## config.mk

```make
export PLATFORM = sky130hd
export DESIGN_NAME = uart_rx_sample
export DESIGN_NICKNAME = d
export VERILOG_FILES = /design/src/rtl/uart_rx_sample.sv
export SDC_FILE = /design/constraint.sdc
export NUM_CORES = 1
export LEC_CHECK = 0
export CAP_MARGIN = 25
export CORE_UTILIZATION = 40
export DETAILED_ROUTE_END_ITERATION = 8
export GPL_TIMING_DRIVEN = 1
export PLACE_DENSITY = 0.69
export SLEW_MARGIN = 20
export SYNTH_ARGS = -nofsm -noshare
export SYNTH_HDL_FRONTEND = slang
export SYNTH_SLANG_ARGS = --single-unit
```

## constraint.sdc

```tcl
create_clock -name clk -period 2.7 [get_ports clk]
set_input_delay 0.54 -clock clk [delete_from_list [all_inputs] [get_ports clk]]
set_output_delay 0.54 -clock clk [all_outputs]
set_load 0.02 [all_outputs]
```

## src/rtl/uart_rx_sample.sv

```systemverilog
// UART receiver that samples each bit at its mid-point and pairs consecutive bytes
// into 16-bit samples, indexed within an N-sample frame.
module uart_rx_sample #(
    parameter int CLKS_PER_BIT = 10,
    parameter int N            = 256,
    parameter int ADDR_W       = 8
) (
    input  logic              clk,
    input  logic              rst_n,
    input  logic              rx_i,
    output logic [15:0]       data_o,
    output logic              data_valid_o,
    output logic [ADDR_W-1:0] addr_o,
    output logic              frame_done_o,
    output logic              frame_err_o
);

    localparam int                CNT_W   = $clog2(CLKS_PER_BIT + 1);
    localparam logic [CNT_W-1:0]  HALF_M1 = CNT_W'(CLKS_PER_BIT / 2 - 1);
    localparam logic [CNT_W-1:0]  FULL_M1 = CNT_W'(CLKS_PER_BIT - 1);
    localparam logic [ADDR_W-1:0] LAST    = ADDR_W'(N - 1);

    typedef enum logic [1:0] {IDLE, START, DATA, STOP} state_t;

    state_t            state;
    logic              rx_m;
    logic              rx_s;
    logic [CNT_W-1:0]  cnt;
    logic [2:0]        bit_idx;
    logic [7:0]        shift_byte;
    logic [7:0]        low_byte;
    logic              pair_tog;
    logic              wait_high;
    logic [ADDR_W-1:0] sample_cnt;
    logic              bit_tick;
    logic              stop_tick;
    logic              take_low;

    // Two-flop synchronizer; idles high so reset never looks like a start bit
    always_ff @(posedge clk or negedge rst_n) begin
        if (!rst_n) begin
            rx_m <= 1'b1;
            rx_s <= 1'b1;
        end else begin
            rx_m <= rx_i;
            rx_s <= rx_m;
        end
    end

    always_comb begin
        bit_tick  = (state == DATA) && (cnt == FULL_M1);
        stop_tick = (state == STOP) && (cnt == FULL_M1);
        take_low  = stop_tick && rx_s && !pair_tog;
    end

    // Byte datapath: assembled bits and the held first byte of a pair
    always_ff @(posedge clk) begin
        if (bit_tick)
            shift_byte[bit_idx] <= rx_s;
        if (take_low)
            low_byte <= shift_byte;
    end

    // Control FSM and registered output strobes
    always_ff @(posedge clk or negedge rst_n) begin
        if (!rst_n) begin
            state        <= IDLE;
            cnt          <= '0;
            bit_idx      <= '0;
            pair_tog     <= 1'b0;
            wait_high    <= 1'b0;
            sample_cnt   <= '0;
            data_o       <= '0;
            addr_o       <= '0;
            data_valid_o <= 1'b0;
            frame_done_o <= 1'b0;
            frame_err_o  <= 1'b0;
        end else begin
            data_valid_o <= 1'b0;
            frame_done_o <= 1'b0;
            frame_err_o  <= 1'b0;
            case (state)
                IDLE: begin
                    // After a stop-bit error the line must go high before a new start counts
                    if (wait_high) begin
                        if (rx_s)
                            wait_high <= 1'b0;
                    end else if (!rx_s) begin
                        state <= START;
                        cnt   <= '0;
                    end
                end
                START: begin
                    if (cnt == HALF_M1) begin
                        cnt <= '0;
                        if (!rx_s) begin
                            state   <= DATA;
                            bit_idx <= '0;
                        end else begin
                            state       <= IDLE;
                            frame_err_o <= 1'b1;
                        end
                    end else begin
                        cnt <= cnt + 1'b1;
                    end
                end
                DATA: begin
                    if (bit_tick) begin
                        cnt     <= '0;
                        bit_idx <= bit_idx + 3'd1;
                        if (bit_idx == 3'd7)
                            state <= STOP;
                    end else begin
                        cnt <= cnt + 1'b1;
                    end
                end
                STOP: begin
                    if (stop_tick) begin
                        cnt   <= '0;
                        state <= IDLE;
                        if (!rx_s) begin
                            frame_err_o <= 1'b1;
                            pair_tog    <= 1'b0;
                            wait_high   <= 1'b1;
                        end else if (!pair_tog) begin
                            pair_tog <= 1'b1;
                        end else begin
                            data_o       <= {shift_byte, low_byte};
                            addr_o       <= sample_cnt;
                            data_valid_o <= 1'b1;
                            frame_done_o <= (sample_cnt == LAST);
                            pair_tog     <= 1'b0;
                            sample_cnt   <= (sample_cnt == LAST) ? '0 : sample_cnt + 1'b1;
                        end
                    end else begin
                        cnt <= cnt + 1'b1;
                    end
                end
                default: state <= IDLE;
            endcase
        end
    end

endmodule

```

======== After elaboration in Yosys (flattened, before gate mapping) ========
Index checks and enable logic that the tools add are counted.
storage, ports and cells
  bits in registers ....................... 64
  output and inout port bits .............. 27
  word-level logic and storage cells ...... 91
operators by class
  add/sub/neg operators ................... 3
  magnitude comparators ................... 2
  equal/unequal tests ..................... 15
  mux-type cells .......................... 41
  reduce and logical (&&, ||, !) cells .... 15
operator list
  kind                 count
  $mux 4               5
  $mux 1               18
  $pmux 4 s4           1
  $mux 2               7
  $ne 2x2->1 const B   7
  $mux 3               3
  $add 8x1->8 const B  1
  $bwmux 8             1
  $eq 8x8->1 const B   1
  $mux 8               1
  $pmux 2 s4           1
  $reduce_and 4->1     2
  $pmux 3 s2           1
  $reduce_and 6->1     1
  $logic_and 1x1->1    5
  $add 4x1->4 const B  1
  $eq 2x2->1 const B   2
  $eq 4x3->1 const B   1
  $eq 4x4->1 const B   1
  $lt 3x4->1 const B   1
  $pmux 1 s2           2
  $reduce_and 2->1     2
  $reduce_bool 2->1    2
  $add 3x1->3 const B  1
  8 further kinds      8

======== Logic depth before layout (Yosys ltp) ========
Gate-level depths: netlist of run 1.
  word-level depth ........................ 5
  gate-level depth with buffers ........... 7
  gate-level depth less buffers ........... 6

======== Worst setup path after synthesis of run 1 ========
OpenSTA, ideal clock, no wires.
  path kind ............................... register to register
  start ................................... register cnt[1]
  end ..................................... register low_byte[0] (enable)
  library setup time ...................... 386 ps
  arrival ................................. 1624 ps
  setup slack ............................. 690 ps
  cell stages (with the launch flop) ...... 6
  path buffers ............................ 0
  path through ............................ dfrtp_1 > inv_1 > ha_1 > and3b_2 > nand3_1 > nor3_1
between the ends
  cells in the longest elaborated chain, start to end .. 4
ends and longest elaborated chain
  element                          RTL line  text
  from (decl)                      28        logic [CNT_W-1:0] cnt;
  from (signal assigned)           104       cnt <= cnt + 1'b1;
  from (signal assigned)           114       cnt <= cnt + 1'b1;
  from (signal assigned)           136       cnt <= cnt + 1'b1;
  $eq 4x4->1                       52        stop_tick = (state == STOP) && (cnt == FULL_M1);
  $logic_and 1x1->1                52
  $logic_and 1x1->1 (2 in series)  53        take_low = stop_tick && rx_s && !pair_tog;
  named net take_low               37        logic take_low;
  to (signal assigned)             61        low_byte <= shift_byte;
  to (decl)                        31        logic [7:0] low_byte;
The timed path passes the listed nets, and every way through them passes these cells.
A chain may end at the register's enable or synchronous reset.

======== Final worst setup path of run 1 ========
  start ................................... register cnt[1]
  end ..................................... register data_o[13]
between the ends
  cells in the longest elaborated chain, start to end .. 3
ends and longest elaborated chain
  element                     RTL line  text
  $eq 4x4->1                  52
  $logic_and 1x1->1           52
  $reduce_and 4->1 (no line)  --
  to (signal assigned)        128       data_o <= {shift_byte, low_byte};
  to (decl)                   11        output logic [15:0] data_o,
No other way between the ends.

==> impl_metrics.csv, run 1 <==
group,metric,value,unit
run_status,status,"finished clean",
clock_tree,cts-root-buf,"clkbuf_8",
global_route,antenna_found_initial,0,
floorplan,pin_count,30,
route,routedWlPerCell,14.32,um
route,route.detailed.drc,0,
power,pwr-share-seq,49.7,%
run,maxCapViolCount,0,
timing,period_share,69.49,%
timing,report.final.slew_viol_count,0,
floorplan,initial_utilization,42.50,%
placement,placed_area,3127,um2
global_route,grt_pass1_vias,1601,
yosys,synthCells,193,
clock_tree,post_cts.repair.setup_buffers,0,
clock_tree,cts_resized,0,
worst_setup_path,cp_data_required_time,2.92,ns
global_route,grt_max_degree,28,
timing,maxSlewHeadroom,63.16,%
route,wl,4467,um
yosys,yosys.cell_types.count,45,
timing,fin_skew,0.006986,ns
timing,rsz0062_at_grt,"false",
power,intPower,1.718,mW
timing,period_minus_slack,1.876,ns
cells_and_area,seq_area,1684,um2
floorplan,core_area,6495,um2
floorplan,die_y,85.07,um
placement,port_buffers,29,
global_route,grt_use_total,14.06,%
clock_tree,cts_made_buffers,9,
cells_and_area,final_cells,312,
clock_tree,clk_path_buf_depth,2,
power,p_clk_share,38.7,%
clock_tree,cts_hold_buffers,0,
worst_setup_path,critPathKind,"flop to flop",
route,via_per_inst,5.106,
timing,setup_viol,0,
worst_setup_path,arrival,2.09,ns
worst_setup_path,critPathMaxFanout,20,
floorplan,dieArea,7237,um2
cells_and_area,areaGrowthSynthToFinish,21.58,%
global_route,grt_pass1_wl,7755,um
yosys,synth-edff-count,16,
placement,placedCellCount,296,
route,detail-route-antenna-nets,0,
timing,fin_ws,0.8238,ns
cells_and_area,multi_input_area,1015,um2
timing,finalHoldViolations,0,
cells_and_area,nFillCells,547,
hold_path,hp-class,"input pin to async pin",
worst_setup_path,cp-end-kind,"flop",
yosys,ys.flop_type,"dfrtp_1",
yosys,synth-seq-area-share,61.02,%
clock_tree,worstSkewPairLatency,0.33,ns
timing,hold_slack,0.1899,ns
cells_and_area,diodes,0,
cells_and_area,final_common_cell,"dfrtp_1",
clock_tree,cts_tree,"done",
global_route,overflow,0,
power,swShare,27.66,%
floorplan,rows,29,
floorplan,dieWidth,85.07,um
power,p_switching,0.6568,mW
clock_tree,clk_transition_reported_paths,0.07,ns
power,cellPowerDensity,707.6,nW/um2
yosys,synth_seq_cells,64,
clock_tree,cts_sinks,64,
cells_and_area,layout_common_cells,"dfrtp_1 (46), clkdlybuf4s50_1 (28), mux2_4 (17), edfxtp_1 (16), nand2_1 (13)",
route,dr.pass1.iters,4,
worst_setup_path,start_kind,"flop",
power,comb_power_share,11.6,%
placement,hpwl,2937,um
timing,setup_tns,0,ns
clock_tree,htreeDepth,3,
yosys,avgSynthCellArea,14.30,um2
route,vias,1593,
cells_and_area,design_area,3356,um2
power,vdd_drop_max,221.7,uV
yosys,synth-warning-count,0,
route,dr.first_iter.drc_count,31,
timing,worstMarginPinSlew,0.5527,ns
placement,routabilityCongestion,0.7836,
placement,post-place-ws,0.8368,ns
yosys,synthArstFlopShare,75.00,%
cells_and_area,drive_above_1_share,22.98,%
cells_and_area,nets,239,
yosys,netlist_area,2760,um2
power,leakage,1.452,nW
yosys,synth_nets,202,
timing,fmax,533.0,MHz
## kinds of logic after synthesis
logic type	synth area share (%)
fa+ha+maj	2.720
mux	12.51
simple gates	14.10
compound gates	5.576
xor+xnor	1.859
buf+inv	2.221
flops	61.02
## layer usage
metal | vias to the layer above | track usage, % | wire length [um]
li1 | 774 | - | -
met1 | 780 | 18.81 | 2174
met2 | 33 | 20.60 | 2076
met3 | 6 | 4.183 | 143
met4 | 0 | 7.550 | 73
met5 | - | 0 | 0
## worst paths after layout
| path | slack [ns] | start | endpoint | cells after the start |
|---|---|---|---|---|
| setup / recovery | 0.82 | cnt[1] | data_o[13] | 5 |
| hold / removal | 0.19 | rst_n | cnt[0] | 1 |
| setup reg to reg | 0.82 | cnt[1] | data_o[13] | 5 |
| hold reg to reg | 0.36 | rx_m | rx_s | 0 |
| max in group asynchronous | 1.97 | rst_n | data_o[12] | 2 |
| min in group clk | 0.36 | rx_m | rx_s | 0 |
## synth_stat cells, types with 4 or more instances
| cell type | count | share of area, % |
|---|---|---|
| dfrtp_1 | 46 | 42 |
| mux2_4 | 17 | 9.2 |
| inv_1 | 5 | 0.68 |
| ha_1 | 6 | 2.7 |
| xnor2_1 | 4 | 1.3 |
| nand3_1 | 5 | 0.91 |
| nor2_1 | 10 | 1.4 |
| nor3_1 | 5 | 0.91 |
| a21oi_1 | 5 | 0.91 |
| nand2_1 | 13 | 1.8 |
| and3_1 | 4 | 0.91 |
| mux2_1 | 5 | 2.0 |
| o21ai_0 | 6 | 1.1 |
| edfxtp_1 | 16 | 17 |
## power by group through the flow
stage / Combinational [mW] / Sequential (mW) / Clock [mW]
global placement: 0.270 / 1.19 / 0
global route: 0.315 / 1.19 / 0.992
finish: 0.276 / 1.18 / 0.919
CTS: 0.280 / 1.18 / 0.942
floorplan: 0.247 / 1.15 / 0
detailed placement: 0.277 / 1.20 / 0
## per-stage QoR
step / utilization, % / power [mW]
floorplan: - / 1.394
global placement: 48.14 / 1.462
detailed placement: 48.14 / 1.473
CTS: 51.67 / 2.400
global route: 51.67 / 2.501
finish: 51.67 / 2.375
## registers in the layout, indices dropped and copies added, names as in the netlist, named ones only
name / count
bit_idx: 3
cnt: 4
shift_byte: 8
low_byte: 8
rx_s: 1
wait_high: 1
frame_done_o: 1
sample_cnt: 8
data_o: 16
state: 1
addr_o: 8
data_valid_o: 1
pair_tog: 1
frame_err_o: 1
rx_m: 1
## final cells by class
type                    instances  share of cell area, %
repair buffers                 31                  9.321
multi-input cells             119                  30.24
inverters                       5                 0.5593
clock inverters                 7                  3.132
well taps                      77                  2.871
flip-flops and latches         64                  50.19
clock buffers                   9                  3.691
## critical path, stage by stage (launching register included)
cell and delay [ns]:
dfrtp_1 0.40, inv_1 0.10, ha_1 0.20, and3b_2 0.26
and3_4 0.46, mux2_4 0.34
(Power assumes the default switching activity.)
==> run 2: changes to the inputs <==
==> constraint.sdc (replaced) <==
create_clock -name clk -period 1.9 [get_ports clk]
set_input_delay 0.38 -clock clk [delete_from_list [all_inputs] [get_ports clk]]
set_output_delay 0.38 -clock clk [all_outputs]
set_load 0.02 [all_outputs]
==> run 2 against run 1 <==
The flow now finishes with violations (negative hold slack). Flip-flop and latch count unchanged. Fmax increased by 5.2%. First-iteration DRC count increased by 71%. Sequential share of layout area decreased by 1.5 points. Combinational power increased by 80%. Utilization increased by 1.6 points. Register-to-register slack got worse by 0.71 ns. Critical path depth increased by 1. Via count increased by 3.0%. Sequential power increased by 39%. Global-route usage about the same.
==> impl_metrics.csv, run 2 (synthesized netlist as in run 1, its figures left out) <==
group,metric,value,unit
run_status,status,"finished, violations left",
run_status,violations,"negative hold slack",
route,dr.pass1.iters,4,
global_route,grt_pass1_wl,7631,um
cells_and_area,design_area,3458,um2
power,vdd_drop_max,388.0,uV
timing,fin_skew,0.01047,ns
global_route,grtUsageMet1,17.91,%
route,routedWlPerCell,14.20,um
placement,placed_area,3197,um2
timing,hold_slack,-0.009126,ns
worst_setup_path,cp-end-kind,"flop",
route,wl,4557,um
hold_path,hp-class,"input pin to async pin",
power,cellPowerDensity,960.2,nW/um2
power,leakage,1.491,nW
global_route,use_met3,5.447,%
cells_and_area,layout_common_cells,"dfrtp_1 (46), clkdlybuf4s50_1 (28), mux2_4 (17), edfxtp_1 (16), nand2_1 (13)",
route,via_per_inst,5.112,
clock_tree,cts_made_buffers,9,
worst_setup_path,critPathMaxFanout,7,
cells_and_area,largest_reg_flops,16,
placement,placedCellCount,303,
cells_and_area,areaGrowthSynthToFinish,25.29,%
timing,worstMarginPinSlew,0.4974,ns
global_route,grt_pass1_vias,1573,
floorplan,initial_utilization,42.50,%
floorplan,die_y,85.07,um
timing,fmax,560.6,MHz
floorplan,dieWidth,85.07,um
timing,period_share,93.88,%
clock_tree,cts-root-buf,"clkbuf_8",
timing,report.final.slew_viol_count,0,
floorplan,dieArea,7237,um2
clock_tree,cts_hold_buffers,0,
power,fin_total_pwr,3.321,mW
timing,period_minus_slack,1.784,ns
clock_tree,cts_sinks,64,
route,detail-route-antenna-nets,0,
run,maxCapViolCount,0,
floorplan,rows,29,
global_route,overflow,0,
cells_and_area,diodes,0,
worst_setup_path,critPathKind,"flop to flop",
floorplan,pin_count,30,
cells_and_area,top_register,"data_o",
cells_and_area,final_cells,321,
route,route.detailed.drc,0,
worst_setup_path,cp-startpoint,"cnt[1]",
timing,finalHoldViolations,14,
global_route,grt_max_degree,29,
route,dr.first_iter.drc_count,53,
placement,port_buffers,29,
placement,routabilityCongestion,0.8022,
timing,setup_viol,0,
worst_setup_path,reg2reg_from,"cnt[1]",
route,vias,1641,
cells_and_area,drive_above_1_share,27.05,%
clock_tree,htreeDepth,3,
clock_tree,clk_transition_reported_paths,0.08,ns
clock_tree,clk_path_buf_depth,2,
worst_setup_path,reg2regPathDepth,6,
cells_and_area,nets,248,
global_route,antenna_found_initial,0,
clock_tree,worstSkewPairLatency,0.35,ns
placement,hpwl,3046,um
worst_setup_path,cp_data_required_time,2.14,ns
timing,maxSlewHeadroom,66.84,%
timing,setup_tns,0,ns
global_route,grt_use_total,14.04,%
timing,rsz0062_at_grt,"false",
global_route,gr-max-usage-layer,"met2",
global_route,met2_usage,20.89,%
floorplan,core_area,6495,um2
clock_tree,cts_tree,"done",
worst_setup_path,arrival,2.02,ns
cells_and_area,final_common_cell,"dfrtp_1",
worst_setup_path,start_kind,"flop",
==> run 2: worst paths after layout <==
| path | to | slack, ns |
|---|---|---|
| min in group clk | rx_s | 0.36 |
| worst max register to register | data_o[11] | 0.12 |
| worst max-delay path | data_o[11] | 0.12 |
| max in group asynchronous | sample_cnt[1] | 1.40 |
| worst min-delay path | cnt[1] | -0.009 |
| worst min register to register | rx_s | 0.36 |
==> run 2: what timing repair did <==
| action | 4_1_cts | 5_1_grt |
|---|---|---|
| endpoints found under the setup margin | 0 | 22 |
| gates resized for setup | 0 | 4 |
| buffers inserted | 0 | 1 |
==> run 2: cell type report <==
class	instances	area, um2
clock inverter	7	78.83
sequential	64	1684
timing repair buffer	40	410.4
fill	559	3037
multi-input combinational	119	1046
clock buffer	9	123.9
inverter	5	18.77
tap	77	96.34
==> run 2: stage by stage <==
stage               utilization, %  setup slack, ns
floorplan                        -           0.1496
global route                 53.25          0.01531
finish                       53.25           0.1162
detailed placement           49.22          0.09783
CTS                          52.34          0.08299
global placement             49.22           0.1537
==> run 2: critical path: stages, from the launching register on <==
cell and delay, ns:
dfrtp_1 0.40, inv_1 0.13, ha_4 0.16, and3b_2 0.25
and3_4 0.26, clkbuf_16 0.17, mux2_4 0.29
==> run 2: report_power, final <==
part / switching [mW] / leakage (nW) / internal (mW)
Clock: 0.571 / 0.0925 / 0.616
Sequential: 0.137 / 0.798 / 1.50
Combinational: 0.269 / 0.601 / 0.227
Total: 0.977 / 1.49 / 2.34
==> run 2: per-layer routing <==
layer	routed length, um	vias up
met4	93	0
met3	190	9
met1	2166	804
met2	2107	32
li1	-	796
met5	0	-
==> run 3: changes to the inputs <==
--- a/config.mk
+++ b/config.mk
@@ -5,10 +5,10 @@
 export SDC_FILE = /design/constraint.sdc
 export NUM_CORES = 1
 export LEC_CHECK = 0
-export CAP_MARGIN = 25
+export CORE_ASPECT_RATIO = 1.25
 export CORE_UTILIZATION = 40
 export DETAILED_ROUTE_END_ITERATION = 8
-export GPL_TIMING_DRIVEN = 1
+export GPL_TIMING_DRIVEN = 0
 export PLACE_DENSITY = 0.69
 export SLEW_MARGIN = 20
 export SYNTH_ARGS = -nofsm -noshare
==> run 3 against run 2 <==
The run now ends clean. Setup slack got worse by 0.028 ns. Register-to-register slack got worse by 0.03 ns. Clock skew fell by 0.0038 ns. Total power rose by 7.8%. Highest routed layer unchanged. Flip-flop and latch count did not move.
==> impl_metrics.csv, run 3 (synthesized netlist as in run 1, its figures left out) <==
group,metric,value,unit
run_status,status,"finished clean",
timing,fmax,551.9,MHz
timing,period_share,95.36,%
timing,worstMarginPinSlew,0.7014,ns
worst_setup_path,start_kind,"flop",
route,dr.pass1.iters,4,
timing,period_minus_slack,1.812,ns
timing,report.final.slew_viol_count,0,
route,routedWlPerCell,13.92,um
worst_setup_path,arrival,2.03,ns
worst_setup_path,reg2reg_from,"cnt[1]",
hold_path,hp-class,"input pin to async pin",
timing,rsz0062_at_grt,"false",
power,cellPowerDensity,1024,nW/um2
cells_and_area,top_register,"data_o",
route,wl,4565,um
timing,maxSlewHeadroom,53.24,%
clock_tree,clk_transition_reported_paths,0.07,ns
clock_tree,htreeDepth,3,
clock_tree,worstSkewPairLatency,0.34,ns
route,route.detailed.drc,0,
timing,fin_skew,0.006671,ns
floorplan,rows,33,
cells_and_area,areaGrowthSynthToFinish,26.56,%
clock_tree,cts_tree,"done",
global_route,grt_pass1_wl,7645,um
route,detail-route-antenna-nets,0,
floorplan,pin_count,30,
worst_setup_path,reg2regPathDepth,6,
route,dr.first_iter.drc_count,122,
worst_setup_path,r2r_slack,0.09,ns
placement,placedCellCount,310,
clock_tree,cts-root-buf,"clkbuf_8",
cells_and_area,final_cells,328,
power,leakage,1.523,nW
route,via_per_inst,5.049,
worst_setup_path,critPathMaxFanout,10,
worst_setup_path,cp_data_required_time,2.12,ns
worst_setup_path,cp-end-kind,"flop",
run,maxCapViolCount,0,
timing,setup_tns,0,ns
route,vias,1656,
global_route,grt_use_total,13.91,%
timing,setup_viol,0,
floorplan,initial_utilization,41.78,%
clock_tree,cts_sinks,64,
global_route,antenna_found_initial,0,
cells_and_area,diodes,0,
cells_and_area,final_util,52.88,%
clock_tree,clk_path_buf_depth,2,
global_route,grt_pass1_vias,1597,
cells_and_area,nets,245,
power,fin_total_pwr,3.579,mW
cells_and_area,largest_reg_flops,16,
placement,port_buffers,29,
floorplan,die_y,94.88,um
floorplan,core_area,6606,um2
floorplan,dieArea,7239,um2
clock_tree,cts_made_buffers,9,
worst_setup_path,critPathKind,"flop to flop",
cells_and_area,drive_above_1_share,26.56,%
timing,finalHoldViolations,0,
worst_setup_path,crit-reg2reg-capture,"data_o[10]",
floorplan,dieWidth,76.30,um
timing,hold_slack,0.08996,ns
placement,routabilityCongestion,0.7688,
cells_and_area,final_common_cell,"dfrtp_1",
placement,hpwl,3150,um
global_route,overflow,0,
power,vdd_drop_max,420.8,uV
global_route,grt_max_degree,30,
cells_and_area,layout_common_cells,"dfrtp_1 (46), clkdlybuf4s50_1 (28), mux2_4 (17), edfxtp_1 (16), nand2_1 (13)",
run 3: critical path, stage by stage (launching register included):
cell and delay (ns):
dfrtp_1 0.40, inv_1 0.10, ha_2 0.23, and3b_2 0.26, and3_4 0.21, buf_6 0.18
mux2_4 0.32
run 3: where the power goes:
part	switching [mW]	total, mW	internal (mW)
clock network	0.531	1.44	0.911
logic	0.273	0.493	0.221
registers	0.140	1.64	1.50
run 3: repair_timing:
item,4_1_cts,5_1_grt
pin swaps,0,2
gates resized for setup,1,4
buffers inserted,0,2
endpoints found under the setup margin,8,13
hold buffers,0,0
run 3: worst max-delay path by stage:
| stage | from | endpoint | slack, ns | cells past startpoint |
|---|---|---|---|---|
| final | cnt[1] | data_o[10] | 0.09 | 6 |
| after global placement | rst_n | data_o[5] | -0.99 | 1 |
| after detailed placement | cnt[1] | low_byte[3] | -0.15 | 5 |
| after floorplan | cnt[1] | low_byte[0] | 0.15 | 5 |
| after CTS | cnt[1] | low_byte[4] | 0.008 | 5 |
| after global routing | cnt[1] | data_o[10] | 0.004 | 6 |
run 3: final cells by class:
class	instances	area [um2]
Sequential cell	64	1684
Timing Repair Buffer	32	340.3
Inverter	5	18.77
Clock buffer	10	137.6
Buffer	5	42.54
Multi-Input combinational cell	119	1047
Tap cell	87	108.9
Clock inverter	6	113.9
Fill cell	569	3113
run 3: metal layers:
metal / track usage (%) / vias up / share of wire [%]
met3: 3.575 / 11 / 2.7
met4: 7.532 / 0 / 2.3
met1: 16.81 / 832 / 46
li1: - / 785 / -
met5: 0 / - / 0
met2: 22.90 / 28 / 49
run 3: stage by stage:
step / cell area (um2) / worst slack [ns]
after detailed placement: 3187 / -0.1496
after global placement: 3164 / -0.9864
final: 3493 / 0.08808
after floorplan: 2765 / 0.1496
after global routing: 3493 / 0.004247
after CTS: 3445 / 0.007710
